### src/rtl/parity_adder_pipe_if.sv
// Bus bundle for parity_adder_pipe: operand/result stream, stage holds,
// fault-injection controls and error reporting.
interface parity_adder_pipe_if #(
  parameter int WIDTH  = 4,
  parameter int LAYERS = 3,
  parameter int CNT_W  = 8
);
  localparam int LW = (LAYERS > 1) ? $clog2(LAYERS) : 1;

  logic [WIDTH-1:0]   input_vector;
  logic               in_valid;
  logic [LAYERS-1:0]  hold_signals;
  logic               inj_en;
  logic [LW-1:0]      inj_layer;
  logic [2*WIDTH-1:0] inj_mask;
  logic               err_clear;
  logic [WIDTH-1:0]   sum;
  logic               sum_valid;
  logic               Err_out_Final;
  logic [LAYERS-1:0]  err_sticky;
  logic [LW-1:0]      first_err_layer;
  logic [CNT_W-1:0]   err_count;

  modport master (
    output input_vector, in_valid, hold_signals, inj_en, inj_layer, inj_mask, err_clear,
    input  sum, sum_valid, Err_out_Final, err_sticky, first_err_layer, err_count
  );

  modport slave (
    input  input_vector, in_valid, hold_signals, inj_en, inj_layer, inj_mask, err_clear,
    output sum, sum_valid, Err_out_Final, err_sticky, first_err_layer, err_count
  );
endinterface

### src/rtl/parity_adder_pipe.sv
// Cascaded adder pipeline whose stage registers carry stored parity, with
// per-stage hold, fault injection and a hold-qualified error checker.
module parity_adder_pipe #(
  parameter int WIDTH  = 4,
  parameter int LAYERS = 3,
  parameter int CNT_W  = 8
) (
  input  logic               clk,
  input  logic               rst,
  parity_adder_pipe_if.slave bus
);
  localparam int LW = (LAYERS > 1) ? $clog2(LAYERS) : 1;
  localparam logic [CNT_W-1:0] CNT_MAX = {CNT_W{1'b1}};

  function automatic logic parity_f(input logic [WIDTH-1:0] d);
    return ^d;
  endfunction

  // Index i holds stage i+1.
  logic [LAYERS-1:0][WIDTH-1:0] sum_r, delay_r;
  logic [LAYERS-1:0]            psum_r, pdel_r, valid_r;
  logic [LAYERS-1:0][WIDTH-1:0] res_in_s, b_in_s, sum_nxt_s, delay_nxt_s;
  logic [LAYERS-1:0]            valid_in_s, psum_nxt_s, pdel_nxt_s, valid_nxt_s;
  logic [LAYERS-1:0]            err_s, q_s;
  logic [LAYERS:0]              hold_ext_s;
  logic                         any_q_s;
  logic [LW-1:0]                low_q_s;
  logic [LAYERS-1:0]            sticky_r;
  logic [LW-1:0]                first_r;
  logic [CNT_W-1:0]             count_r;

  assign res_in_s   = {sum_r[LAYERS-2:0], bus.input_vector};
  assign b_in_s     = {delay_r[LAYERS-2:0], bus.input_vector};
  assign valid_in_s = {valid_r[LAYERS-2:0], bus.in_valid};
  // The last stage has no consumer, so its error is never masked.
  assign hold_ext_s = {1'b0, bus.hold_signals};

  // Next-state of every stage: advance or hold, then apply any injected flip.
  always_comb begin
    logic [WIDTH-1:0] sum_base_v;
    logic [WIDTH-1:0] del_base_v;
    sum_nxt_s   = '0;
    delay_nxt_s = '0;
    psum_nxt_s  = '0;
    pdel_nxt_s  = '0;
    valid_nxt_s = '0;
    sum_base_v  = '0;
    del_base_v  = '0;
    for (int i = 0; i < LAYERS; i++) begin
      if (bus.hold_signals[i]) begin
        sum_base_v     = sum_r[i];
        del_base_v     = delay_r[i];
        psum_nxt_s[i]  = psum_r[i];
        pdel_nxt_s[i]  = pdel_r[i];
        valid_nxt_s[i] = valid_r[i];
      end else begin
        sum_base_v     = res_in_s[i] + b_in_s[i];
        del_base_v     = b_in_s[i];
        psum_nxt_s[i]  = parity_f(sum_base_v);
        pdel_nxt_s[i]  = parity_f(del_base_v);
        valid_nxt_s[i] = valid_in_s[i];
      end
      if (bus.inj_en && (bus.inj_layer == LW'(i))) begin
        sum_nxt_s[i]   = sum_base_v ^ bus.inj_mask[WIDTH-1:0];
        delay_nxt_s[i] = del_base_v ^ bus.inj_mask[2*WIDTH-1:WIDTH];
      end else begin
        sum_nxt_s[i]   = sum_base_v;
        delay_nxt_s[i] = del_base_v;
      end
    end
  end

  // Parity check per stage, qualified by the downstream hold; lowest hit wins.
  always_comb begin
    err_s   = '0;
    q_s     = '0;
    low_q_s = '0;
    for (int i = 0; i < LAYERS; i++) begin
      err_s[i] = (psum_r[i] ^ parity_f(sum_r[i])) | (pdel_r[i] ^ parity_f(delay_r[i]));
      q_s[i]   = err_s[i] & ~hold_ext_s[i+1];
    end
    for (int i = LAYERS - 1; i >= 0; i--) begin
      if (q_s[i]) begin
        low_q_s = LW'(i);
      end else begin
        low_q_s = low_q_s;
      end
    end
    any_q_s = |q_s;
  end

  // Pipeline registers plus sticky flags, first-error capture and saturating counter.
  always_ff @(posedge clk or posedge rst) begin
    if (rst) begin
      sum_r    <= '0;
      delay_r  <= '0;
      psum_r   <= '0;
      pdel_r   <= '0;
      valid_r  <= '0;
      sticky_r <= '0;
      first_r  <= '0;
      count_r  <= '0;
    end else begin
      sum_r   <= sum_nxt_s;
      delay_r <= delay_nxt_s;
      psum_r  <= psum_nxt_s;
      pdel_r  <= pdel_nxt_s;
      valid_r <= valid_nxt_s;
      if (bus.err_clear) begin
        sticky_r <= q_s;
        first_r  <= any_q_s ? low_q_s : LW'(0);
        count_r  <= any_q_s ? CNT_W'(1) : CNT_W'(0);
      end else begin
        sticky_r <= sticky_r | q_s;
        if ((sticky_r == '0) && any_q_s) begin
          first_r <= low_q_s;
        end else begin
          first_r <= first_r;
        end
        if (any_q_s && (count_r != CNT_MAX)) begin
          count_r <= count_r + CNT_W'(1);
        end else begin
          count_r <= count_r;
        end
      end
    end
  end

  assign bus.sum             = sum_r[LAYERS-1];
  assign bus.sum_valid       = valid_r[LAYERS-1];
  assign bus.Err_out_Final   = any_q_s;
  assign bus.err_sticky      = sticky_r;
  assign bus.first_err_layer = first_r;
  assign bus.err_count       = count_r;
endmodule

### src/flat_wrapper.sv
// flat-port wrapper written by rule: the top's interface ports become plain ports
module parity_adder_pipe_flat 
#(
  parameter int WIDTH  = 4,
  parameter int LAYERS = 3,
  parameter int CNT_W  = 8
)
  (clk, rst, bus_input_vector, bus_in_valid, bus_hold_signals, bus_inj_en, bus_inj_layer, bus_inj_mask, bus_err_clear, bus_sum, bus_sum_valid, bus_Err_out_Final, bus_err_sticky, bus_first_err_layer, bus_err_count);
  parity_adder_pipe_if #(.WIDTH(WIDTH), .LAYERS(LAYERS), .CNT_W(CNT_W)) bus_i ();
  input  logic clk;
  input  logic rst;
  input wire logic [$bits(bus_i.input_vector)-1:0] bus_input_vector;
  input wire logic [$bits(bus_i.in_valid)-1:0] bus_in_valid;
  input wire logic [$bits(bus_i.hold_signals)-1:0] bus_hold_signals;
  input wire logic [$bits(bus_i.inj_en)-1:0] bus_inj_en;
  input wire logic [$bits(bus_i.inj_layer)-1:0] bus_inj_layer;
  input wire logic [$bits(bus_i.inj_mask)-1:0] bus_inj_mask;
  input wire logic [$bits(bus_i.err_clear)-1:0] bus_err_clear;
  output wire logic [$bits(bus_i.sum)-1:0] bus_sum;
  output wire logic [$bits(bus_i.sum_valid)-1:0] bus_sum_valid;
  output wire logic [$bits(bus_i.Err_out_Final)-1:0] bus_Err_out_Final;
  output wire logic [$bits(bus_i.err_sticky)-1:0] bus_err_sticky;
  output wire logic [$bits(bus_i.first_err_layer)-1:0] bus_first_err_layer;
  output wire logic [$bits(bus_i.err_count)-1:0] bus_err_count;
  assign bus_i.input_vector = bus_input_vector;
  assign bus_i.in_valid = bus_in_valid;
  assign bus_i.hold_signals = bus_hold_signals;
  assign bus_i.inj_en = bus_inj_en;
  assign bus_i.inj_layer = bus_inj_layer;
  assign bus_i.inj_mask = bus_inj_mask;
  assign bus_i.err_clear = bus_err_clear;
  assign bus_sum = bus_i.sum;
  assign bus_sum_valid = bus_i.sum_valid;
  assign bus_Err_out_Final = bus_i.Err_out_Final;
  assign bus_err_sticky = bus_i.err_sticky;
  assign bus_first_err_layer = bus_i.first_err_layer;
  assign bus_err_count = bus_i.err_count;
  parity_adder_pipe #(.WIDTH(WIDTH), .LAYERS(LAYERS), .CNT_W(CNT_W)) u_core (.clk(clk), .rst(rst), .bus(bus_i));
endmodule
### config.mk
export PLATFORM = sky130hd
export DESIGN_NAME = parity_adder_pipe_flat
export DESIGN_NICKNAME = d
export VERILOG_FILES = /design/src/rtl/parity_adder_pipe_if.sv /design/src/rtl/parity_adder_pipe.sv /design/src/flat_wrapper.sv
export SDC_FILE = /design/constraint.sdc
export NUM_CORES = 1
export LEC_CHECK = 0
export CELL_PAD_IN_SITES_DETAIL_PLACEMENT = 0
export CELL_PAD_IN_SITES_GLOBAL_PLACEMENT = 1
export CORE_MARGIN = 2
export CORE_UTILIZATION = 46
export CTS_BUF_LIST = sky130_fd_sc_hd__clkbuf_16
export DETAILED_ROUTE_END_ITERATION = 7
export PLACE_DENSITY = 0.81
export RECOVER_POWER = 50
export SYNTH_ARGS = -nofsm -noshare
export SYNTH_HDL_FRONTEND = slang
export SYNTH_SLANG_ARGS = --single-unit
### constraint.sdc
create_clock -name clk -period 6.75 [get_ports clk]
set_clock_uncertainty 0.2 [all_clocks]
set_input_delay 1.6875 -clock clk [delete_from_list [all_inputs] [get_ports clk]]
set_output_delay 1.6875 -clock clk [all_outputs]
set_load 0.02 [all_outputs]
After elaboration in Yosys (flattened, before gate mapping)
Cells that the tools add are included.
- memories: 0
- output and inout port bits: 19
- latch bits: 0
- memory bits (writable): 0
- ROM bits: 0
- flip-flop bits (word level): 46
- reduce and logical (&&, ||, !) cells: 20
- equality and inequality tests: 3
- bitwise gates (word level): 20
- multiply operators: 0
- shifts and indexed selects: 0
- muxes and demuxes: 22
- div/mod/pow operators: 0
- $add $sub $neg: 4
- magnitude comparators: 0
- operators by type and width (kind ; count):
    4-bit two-way mux ; 12
    4-bit parity ; 10
    4-bit XOR ; 6
    8-bit two-way mux ; 2
    4-bit adder ; 3
    2-bit two-way mux ; 6
    8-bit by 1-bit adder with 8-bit output (second input constant) ; 1
    8-bit != test (second input constant) ; 1
    1-bit XOR ; 6
    1-bit logical AND ; 5
    2-bit nonzero test ; 2
    3-bit zero test ; 1
    3-bit two-way mux ; 1
    1-bit OR ; 3
    3-bit OR ; 1
    3-bit OR reduction ; 1
    1-bit bitwise AND ; 2
    2-bit by 1-bit equality test with 1-bit output (second input constant) ; 1
    2-bit equality test (second input constant) ; 1
    2-bit zero test ; 1
    1-bit inverter ; 2
    1-bit two-way mux ; 1

Longest topological paths before layout
Gate-level depths: netlist (run 1).
- depth after elaboration: 8
- mapped depth: 7

Least setup slack after synthesis (run 1)
OpenSTA, ideal clock, no wires.
- path kind: input-to-output
- start: input bus_hold_signals[1]
- end: output bus_Err_out_Final
- cell stages on the path: 3
- required time: 4.862 ns
- arrival: 2.172 ns
- setup slack: 2.691 ns
- cell sequence: clkbuf_1 a21o_4 nand3_4
- word-level cells in the longest chain between the ends: 3
- RTL lines (what ; RTL line ; text):
    start, declared ; flat_wrapper.sv:14 ; input wire logic [$bits(bus_i.hold_signals)-1:0] bus_hold_signals;
    1-bit inverter ; parity_adder_pipe.sv:80 ; q_s[i] = err_s[i] & ~hold_ext_s[i+1];
    1-bit bitwise AND ; parity_adder_pipe.sv:80 ;
    3-bit OR reduction ; parity_adder_pipe.sv:89 ; any_q_s = |q_s;
    end, declared ; flat_wrapper.sv:21 ; output wire logic [$bits(bus_i.Err_out_Final)-1:0] bus_Err_out_Final;
No other way between the ends.

Worst setup path after layout (run 1)
- start: input bus_hold_signals[2]
- end: output bus_Err_out_Final
The elaborated chain is that of the path after synthesis.

==> impl_metrics.py, run 1 <==
metrics = {
    "die": {
        "fp.dieArea_mm2": 0.00671,
        "fp-row-count": 28,
        "ios": 41,
        "die_w_um": 81.9,
        "core_area_mm2": 0.00589,
        "die_y_um": 81.9,
        "start_util_pct": 47.4,
    },
    "timing": {
        "timing.final.ws_setup_ns": 1.31,
        "max_freq_mhz": 184,
        "finalSetupViolCount": 0,
        "max_slew_margin_pct": -17.0,
        "finalSetupTns_ns": 0,
        "drv_slew": 47,
        "final_hold_viol_count": 0,
        "fin_crit_sh_pct": 80.6,
        "fin_crit_ns": 5.44,
        "worstMarginPinSlew_ns": 1.75,
        "rsz0062_at_grt": "false",
    },
    "pwr": {
        "leakagePower_nw": 1.44,
        "power_density_mw_per_mm2": 410,
        "netSwitchingPower_w": 0.000513,
        "power.share.clock_pct": 16.6,
        "max-vdd-ir-drop_v": 0.000263,
        "p_int_w": 0.000878,
        "pwr-share-seq_pct": 31.4,
        "total_power_w": 0.00139,
        "switching_share_pct": 36.9,
        "combPwrFrac_pct": 52.0,
    },
    "drt": {
        "wl_per_cell_um": 14.7,
        "drc": 0,
        "drt_iter0_markers": 76,
        "drt-total-wl_um": 5350,
        "vias": 1851,
        "postRouteAntennaNets": 0,
        "viasPerCell": 5.09,
        "first_pass_iters": 4,
    },
    "critical_path": {
        "worstPathArrival_ns": 3.55,
        "crit_path_end_kind": "primary output",
        "max_stage_delay_ns": 1.00,
        "worstPathRequired_ns": 4.86,
        "critPathBufInv": 2,
        "cp.depth": 4,
        "path_cells": "dlygate4sd3_1, a21o_4, nand3_4, clkdlybuf4s50_1",
        "startpoint_type": "primary input",
        "crit_type": "primary input to primary output",
        "crit_slowest_cell": "dlygate4sd3_1",
        "critPathTopFamily": "buffers and inverters",
        "worstRegToRegCells": 6,
        "path_max_fanout": 14,
    },
    "synth": {
        "yosys.area.top_type": "dfrtp_1",
        "syn_area_mm2": 0.00279,
        "ys.flop_type": "dfrtp_1",
        "yosys_warnings": 0,
        "synth_area_per_cell_um2": 11.2,
        "synth_top_area_share_pct": 41.2,
        "ys_seq_area_share_pct": 41.2,
        "synth_cells": 250,
        "ys_async_sr_fraction_pct": 100,
        "ys_ff_latch": 46,
        "synth_edf_count": 0,
        "synthTopCellsByArea": "dfrtp_1 (41%), xor2_1 (9.7%), xnor2_1 (6.3%)",
        "synth_nets": 281,
        "ys_types": 45,
    },
    "job": {
        "max-cap-violations": 1,
    },
    "layout": {
        "design_area_mm2": 0.00339,
        "stdcell_count": 364,
        "final_common_cell": "dfrtp_1",
        "final_cell_mix": "dfrtp_1 (46), clkdlybuf4s50_1 (35), nand2_1 (34), xor2_1 (31), xnor2_1 (20)",
        "num-nets-final": 320,
        "drive_above_1_share_pct": 10.4,
        "diodes": 0,
        "syn2layout_area_growth_pct": 21.5,
    },
    "worst_hold_path": {
        "min_path_cells": 2,
        "hp-class": "flop to flop",
    },
    "clocking": {
        "htree_levels": 2,
        "clk_pin_slew_ns": 0.06,
        "cts_hold_buf": 0,
        "cts_buffers": 5,
        "ctsResizeCount": 0,
        "clockRootBuffer": "clkbuf_16",
        "clkLatencyLatePin_ns": 0.28,
        "cts_buffer_depth": 2,
        "post_cts_buffers": 0,
        "cts.sinks": 46,
        "cts_tree": "built",
    },
    "place": {
        "io_buffers": 40,
        "place_congestion": 0.779,
        "place_ws_ns": 1.29,
        "placed_cells_incl_taps": 357,
        "dpl-instance-area_mm2": 0.00326,
        "dp_hpwl_um": 4170,
    },
    "global_route": {
        "grt_pass1_wl_um": 8880,
        "grt_overflow": 0,
        "grt_pass1_vias": 1840,
        "grt_max_degree": 47,
        "grt_usage_pct": 17.6,
        "antenna_found_initial": 0,
    },
    "outcome": {
        "violations": "capacitance limit, slew limit",
        "run_status": "finished with violations",
    },
}
==> stage by stage <==
| step | utilization, % | hold WS, ns |
|---|---|---|
| 2_1_floorplan | - | 0.252 |
| 3_3_place_gp | 55.3 | 0.280 |
| 3_5_place_dp | 55.3 | 0.291 |
| 4_1_cts | 57.6 | 0.301 |
| 5_1_grt | 57.6 | 0.330 |
| 6_report | 57.6 | 0.302 |
==> routing by layer <==
layer / up-vias / wire length (µm) / GRT usage, %
met5: - / 0 / 0
met4: 0 / 82 / 5.67
met3: 9 / 200 / 4.07
met2: 37 / 2460 / 26.8
met1: 876 / 2610 / 24.7
li1: 929 / - / -
==> final timing paths <==
kind | from | end | slack (ns)
worst min-delay path | u_core.psum_r[0] | u_core.psum_r[0] | 0.30
max in group asynchronous | rst | u_core.psum_r[2] | 3.13
min in group asynchronous | rst | u_core.bus.sum[1] | 2.19
worst max register to register | u_core.b_in_s[5] | u_core.bus.err_count[7] | 4.38
worst max-delay path | bus_hold_signals[2] | bus_Err_out_Final | 1.31
worst min register to register | u_core.psum_r[0] | u_core.psum_r[0] | 0.30
==> worst reg2reg max path, stage by stage, from the launching register on <==
cell	delay [ns]
dfrtp_1	0.45
xnor2_1	0.33
xor3_2	0.35
a21o_4	0.25
a31o_4	0.25
nor2_2	0.11
mux2_1	0.33
==> sequential cells by signal, indices dropped and copies added, names as in the netlist <==
signal                      count
u_core.b_in_s                   8
u_core.bus.err_count            8
u_core.bus.sum                  4
u_core.bus.first_err_layer      2
u_core.bus.err_sticky           3
u_core.psum_r                   3
u_core.res_in_s                 8
u_core.valid_r                  3
u_core.delay_r                  4
u_core.pdel_r                   3
==> cell families after synthesis <==
group / after synthesis / synth area share [%]
adders and majority gates: 9 / 4.57
buffers and inverters: 12 / 1.61
AOI/OAI and AO/OA: 35 / 8.74
and+or+nand+nor: 63 / 11.2
xor gates and xnor gates: 60 / 23.2
DFF: 46 / 41.2
muxes: 25 / 9.46
==> synthesized netlist by cell type (2+ instances only) <==
cell type and n:
o21ai_0 7, clkbuf_1 6, nor2b_1 6, nand2_1 34
buf_1 2, mux2_1 2, dfrtp_1 46, nand4_1 2
nor3_1 2, nor2_1 6, a31oi_1 2, xnor3_1 4
xor2_2 2, mux2_2 5, a21o_1 5, xnor2_1 20
mux2i_1 17, ha_1 7, a21o_4 2, xor3_2 2
and3_1 2, a21oi_1 12, fa_1 2, a31o_2 2
inv_1 3, xor2_1 31
==> power groups by stage <==
stage               clock network [W]  registers, W  logic, W
global route                 0.000253      0.000450  0.000788
global placement                    0      0.000441  0.000718
floorplan                           0      0.000465  0.000514
finish                       0.000231      0.000437  0.000723
detailed placement                  0      0.000445  0.000731
CTS                          0.000239      0.000440  0.000734
==> area by class of cell <==
cell class                      instances  area (µm²)
Fill cell                             545        2490
Multi-Input combinational cell        192        1600
Sequential cell                        46        1150
Timing Repair Buffer                   40         400
Clock buffer                            5         125
Tap cell                               75        93.8
Inverter                                4        15.0
Clock inverter                          2        10.0
Power figures use the tool's default switching activity.
==> inputs of run 2 (changes only) <==
Settings changed: CORE_UTILIZATION 46 to 39, PLACE_DENSITY 0.81 to 0.73.
Clock period 6.75 ns to 4.8 ns, I/O delays scaled along.
==> run 2 against run 1 <==
  * The run still ends with capacitance limit, slew limit left
  * Sequential cell count did not move
  * Non-clock buffer count rose by 2
  * Count of clock-buffer cells in the layout did not move
  * Critical endpoint unchanged
  * Largest cell class unchanged
  * Largest power group unchanged
==> impl_metrics.py, run 2 (synthesis results as in run 1) <==
metrics = {
    "outcome": {
        "run_status": "finished with violations",
        "violations": "capacitance limit, slew limit",
    },
    "critical_path": {
        "timing.critical_path.from": "bus_hold_signals[1]",
        "cp.depth": 4,
        "startpoint_type": "primary input",
        "max_stage_delay_ns": 0.63,
        "worstPathRequired_ns": 3.40,
        "r2r-end": "u_core.bus.err_count[7]",
        "worstRegToRegCells": 6,
        "crit_type": "primary input to primary output",
        "path_cells": "dlygate4sd3_1, a21o_4, nand3_4, clkdlybuf4s50_1",
        "regToRegSetupSlack_ns": 2.40,
        "path_max_fanout": 9,
        "critPathTopFamily": "buffers and inverters",
        "crit_slowest_cell": "clkdlybuf4s50_1",
        "crit_path_end_kind": "primary output",
        "critPathBufInv": 2,
        "worstPathArrival_ns": 2.72,
        "crit-reg2reg-launch": "u_core.b_in_s[5]",
    },
    "place": {
        "dp_hpwl_um": 4210,
        "place_ws_ns": 0.794,
        "dpl-instance-area_mm2": 0.00330,
        "io_buffers": 40,
        "placed_cells_incl_taps": 380,
        "place_congestion": 0.754,
    },
    "worst_hold_path": {
        "hold_end": "u_core.pdel_r[0]",
        "hp-class": "flop to flop",
        "min_path_cells": 2,
        "hold_path_startpoint": "u_core.pdel_r[0]",
    },
    "pwr": {
        "power_density_mw_per_mm2": 584,
        "leakagePower_nw": 1.45,
        "max-vdd-ir-drop_v": 0.000187,
    },
    "drt": {
        "drc": 0,
        "postRouteAntennaNets": 0,
        "first_pass_iters": 4,
        "drt-total-wl_um": 5450,
        "wl_per_cell_um": 14.1,
        "drt_iter0_markers": 61,
        "vias": 1861,
        "viasPerCell": 4.81,
    },
    "die": {
        "fp.dieArea_mm2": 0.00785,
        "die_w_um": 88.6,
        "fp-row-count": 30,
        "die_y_um": 88.6,
        "start_util_pct": 40.6,
        "core_area_mm2": 0.00687,
        "ios": 41,
    },
    "clocking": {
        "cts_buffer_depth": 2,
        "clkLatencyLatePin_ns": 0.28,
        "cts.sinks": 46,
        "ctsResizeCount": 0,
        "cts_hold_buf": 0,
        "clk_pin_slew_ns": 0.06,
        "post_cts_buffers": 0,
        "cts_tree": "built",
        "htree_levels": 2,
        "cts_buffers": 5,
        "clockRootBuffer": "clkbuf_16",
    },
    "timing": {
        "timing.final.ws_setup_ns": 0.679,
        "fin_crit_sh_pct": 85.9,
        "final_hold_viol_count": 0,
        "max_slew_margin_pct": -20.2,
        "drv_slew": 47,
        "finalSetupViolCount": 0,
        "worstMarginPinSlew_ns": 1.80,
        "max_freq_mhz": 243,
        "fin_crit_ns": 4.12,
        "whs_ns": 0.297,
        "rsz0062_at_grt": "false",
        "finalSetupTns_ns": 0,
    },
    "layout": {
        "fillerInstances": 637,
        "num-nets-final": 322,
        "final_cell_mix": "dfrtp_1 (46), clkdlybuf4s50_1 (36), nand2_1 (34), xor2_1 (31), xnor2_1 (20)",
        "diodes": 0,
        "final_common_cell": "dfrtp_1",
        "syn2layout_area_growth_pct": 23.2,
        "stdcell_count": 387,
        "drive_above_1_share_pct": 9.62,
        "design_area_mm2": 0.00344,
    },
    "global_route": {
        "grt_overflow": 0,
        "grt_pass1_wl_um": 9210,
        "grt_max_degree": 47,
        "grt_pass1_vias": 1839,
        "antenna_found_initial": 0,
        "grt_usage_pct": 15.4,
    },
    "job": {
        "max-cap-violations": 1,
    },
}
-- run 2: area by class of cell --
type                            instances  area [µm²]  share of cell area, %
Inverter                                4        15.0                  0.437
Tap cell                               96         120                   3.49
Sequential cell                        46        1150                   33.5
Multi-Input combinational cell        192        1590                   46.1
Clock buffer                            5         125                   3.64
Clock inverter                          2        33.8                  0.982
Timing Repair Buffer                   42         408                   11.9
-- run 2: per-layer routing --
metal | GRT usage [%] | wire (µm) | up-vias
met5 | 0 | 0 | -
met4 | 3.72 | 31 | 0
met3 | 3.36 | 167 | 4
met2 | 25.1 | 2590 | 32
met1 | 21.1 | 2660 | 897
li1 | - | - | 928
-- run 2: how the worst max path moves through the flow --
stage	end	slack (ns)
after floorplan	bus_Err_out_Final	1.72
after global placement	bus_Err_out_Final	0.81
after detailed placement	bus_Err_out_Final	0.79
after CTS	bus_Err_out_Final	0.79
after global routing	bus_Err_out_Final	0.63
final	bus_Err_out_Final	0.68
-- run 2: per-stage QoR --
step                power [W]  util (%)
global placement      0.00165      48.0
global route          0.00215      50.1
floorplan             0.00138         -
finish                0.00201      50.1
detailed placement    0.00166      48.0
CTS                   0.00204      50.3
-- run 2: power by group --
group | total (W) | internal [W] | switching [W]
Sequential | 0.000613 | 0.000505 | 0.000109
Combinational | 0.00102 | 0.000542 | 0.000477
Clock | 0.000377 | 0.000241 | 0.000137
-- run 2: worst register-to-register path, stage by stage (launching register included) --
cell and delay, ns:
dfrtp_1 0.44, xnor2_1 0.33, xor3_2 0.34, a21o_4 0.24
a31o_1 0.27, nor2_2 0.14, mux2_1 0.32
==> inputs of run 3 (changes only) <==
Settings changed: CAP_MARGIN set to 20, SLEW_MARGIN set to 20.
==> run 3 against run 2 <==
  * The flow still finishes with violations (capacitance limit, slew limit)
  * Sequential share of layout area barely moved
  * Final cell count stayed put
  * Utilization about the same
  * Fmax stayed put
  * Combinational power is essentially flat
  * Global-route usage did not move
  * Sequential cell count is the same
  * Routed wire length barely moved
  * Die area did not move
  * Count of clock-buffer cells in the layout did not move
  * Critical path type unchanged
  * Critical endpoint unchanged
  * Largest cell class unchanged
==> impl_metrics.py, run 3 (synthesis results as in run 1) <==
metrics = {
    "die": {
        "die_y_um": 88.6,
        "core_area_mm2": 0.00687,
        "die_w_um": 88.6,
        "start_util_pct": 40.6,
        "fp-row-count": 30,
        "fp.dieArea_mm2": 0.00785,
        "ios": 41,
    },
    "global_route": {
        "grt_overflow": 0,
        "grt_pass1_vias": 1839,
        "antenna_found_initial": 0,
        "grt_max_degree": 47,
        "grt_usage_pct": 15.4,
        "grt_pass1_wl_um": 9210,
    },
    "clocking": {
        "post_cts_buffers": 0,
        "cts.sinks": 46,
        "ctsResizeCount": 0,
        "htree_levels": 2,
        "clockRootBuffer": "clkbuf_16",
        "cts_buffers": 5,
        "clk_pin_slew_ns": 0.06,
        "cts_hold_buf": 0,
        "cts_tree": "built",
        "cts_buffer_depth": 2,
        "clkLatencyLatePin_ns": 0.28,
    },
    "drt": {
        "route.met3.wl_um": 167,
        "first_pass_iters": 4,
        "wl_met1_um": 2660,
        "drt-total-wl_um": 5450,
        "highest_layer": "met4",
        "vias": 1861,
        "viasPerCell": 4.81,
        "wl_per_cell_um": 14.1,
        "drt_iter0_markers": 63,
        "drc": 0,
        "postRouteAntennaNets": 0,
        "met2_length_um": 2590,
    },
    "worst_hold_path": {
        "hp-class": "flop to flop",
    },
    "timing": {
        "whs_ns": 0.297,
        "timing.final.ws_setup_ns": 0.679,
        "max_slew_margin_pct": -40.5,
        "final_hold_viol_count": 0,
        "rsz0062_at_grt": "false",
        "drv_slew": 47,
        "finalSetupViolCount": 0,
        "worstMarginPinSlew_ns": 2.10,
        "fin_crit_sh_pct": 85.9,
        "max_freq_mhz": 243,
        "fin_crit_ns": 4.12,
        "finalSetupTns_ns": 0,
    },
    "critical_path": {
        "max_stage_delay_ns": 0.63,
        "crit_path_end_kind": "primary output",
        "worstPathArrival_ns": 2.72,
        "worstPathRequired_ns": 3.40,
        "startpoint_type": "primary input",
        "critPathTopFamily": "buffers and inverters",
        "crit_slowest_cell": "clkdlybuf4s50_1",
        "critPathBufInv": 2,
        "path_max_fanout": 9,
        "path_cells": "dlygate4sd3_1, a21o_4, nand3_4, clkdlybuf4s50_1",
        "crit_type": "primary input to primary output",
    },
    "layout": {
        "syn2layout_area_growth_pct": 23.3,
        "regArea_mm2": 0.00115,
        "fillerInstances": 636,
        "diodes": 0,
        "drive_above_1_share_pct": 9.97,
        "final_cell_mix": "dfrtp_1 (46), clkdlybuf4s50_1 (36), nand2_1 (34), xor2_1 (31), xnor2_1 (20)",
        "num-nets-final": 322,
        "multi_input_area_mm2": 0.00159,
        "final_common_cell": "dfrtp_1",
    },
    "place": {
        "place_congestion": 0.754,
        "place_ws_ns": 0.794,
        "io_buffers": 40,
        "dp_hpwl_um": 4210,
    },
    "pwr": {
        "max-vdd-ir-drop_v": 0.000187,
        "total_power_w": 0.00201,
        "leakagePower_nw": 1.45,
        "power_density_mw_per_mm2": 584,
    },
    "outcome": {
        "violations": "capacitance limit, slew limit",
        "run_status": "finished with violations",
    },
    "job": {
        "max-cap-violations": 1,
    },
}
==> run 3: worst register-to-register path: stages, from the launching register on <==
cell     delay [ns]
dfrtp_1        0.44
xnor2_1        0.33
xor3_2         0.34
a21o_4         0.24
a31o_1         0.27
nor2_2         0.14
mux2_1         0.32
==> run 3: power breakdown <==
part | switching (W) | internal (W) | total, W | leakage (nW)
sequential | 0.000109 | 0.000505 | 0.000613 | 0.559
clock | 0.000137 | 0.000241 | 0.000377 | 0.0773
combinational | 0.000477 | 0.000542 | 0.00102 | 0.809
==> run 3: per-stage QoR <==
step                util [%]  area [µm²]  std cells
finish                  50.1        3440        387
global route            50.1        3440        387
global placement        48.0        3300        380
floorplan                  -        2790        250
detailed placement      48.0        3300        380
CTS                     50.3        3460        387
==> run 3: final timing paths <==
check | startpoint | to | slack, ns | cells past startpoint
max in group asynchronous | rst | u_core.bus.sum[3] | 1.72 | 2
worst min register to register | u_core.pdel_r[0] | u_core.pdel_r[0] | 0.30 | 2
worst min-delay path | u_core.pdel_r[0] | u_core.pdel_r[0] | 0.30 | 2
min in group asynchronous | rst | u_core.res_in_s[9] | 1.73 | 2
worst max-delay path | bus_hold_signals[1] | bus_Err_out_Final | 0.68 | 4
worst max register to register | u_core.b_in_s[5] | u_core.bus.err_count[7] | 2.40 | 6
==> run 3: layout make-up <==
class / count / share of cell area (%)
clock inverters: 2 / 0.982
inverters: 4 / 0.473
well taps: 96 / 3.49
clock buffers: 5 / 3.64
multi-input cells: 192 / 46.1
repair buffers: 42 / 11.9
flip-flops and latches: 46 / 33.5
==> run 3: per-layer routing <==
layer | up-vias | GRT usage, %
li1 | 928 | -
met1 | 897 | 21.1
met2 | 32 | 25.1
met3 | 4 | 3.36
met4 | 0 | 3.72
met5 | - | 0
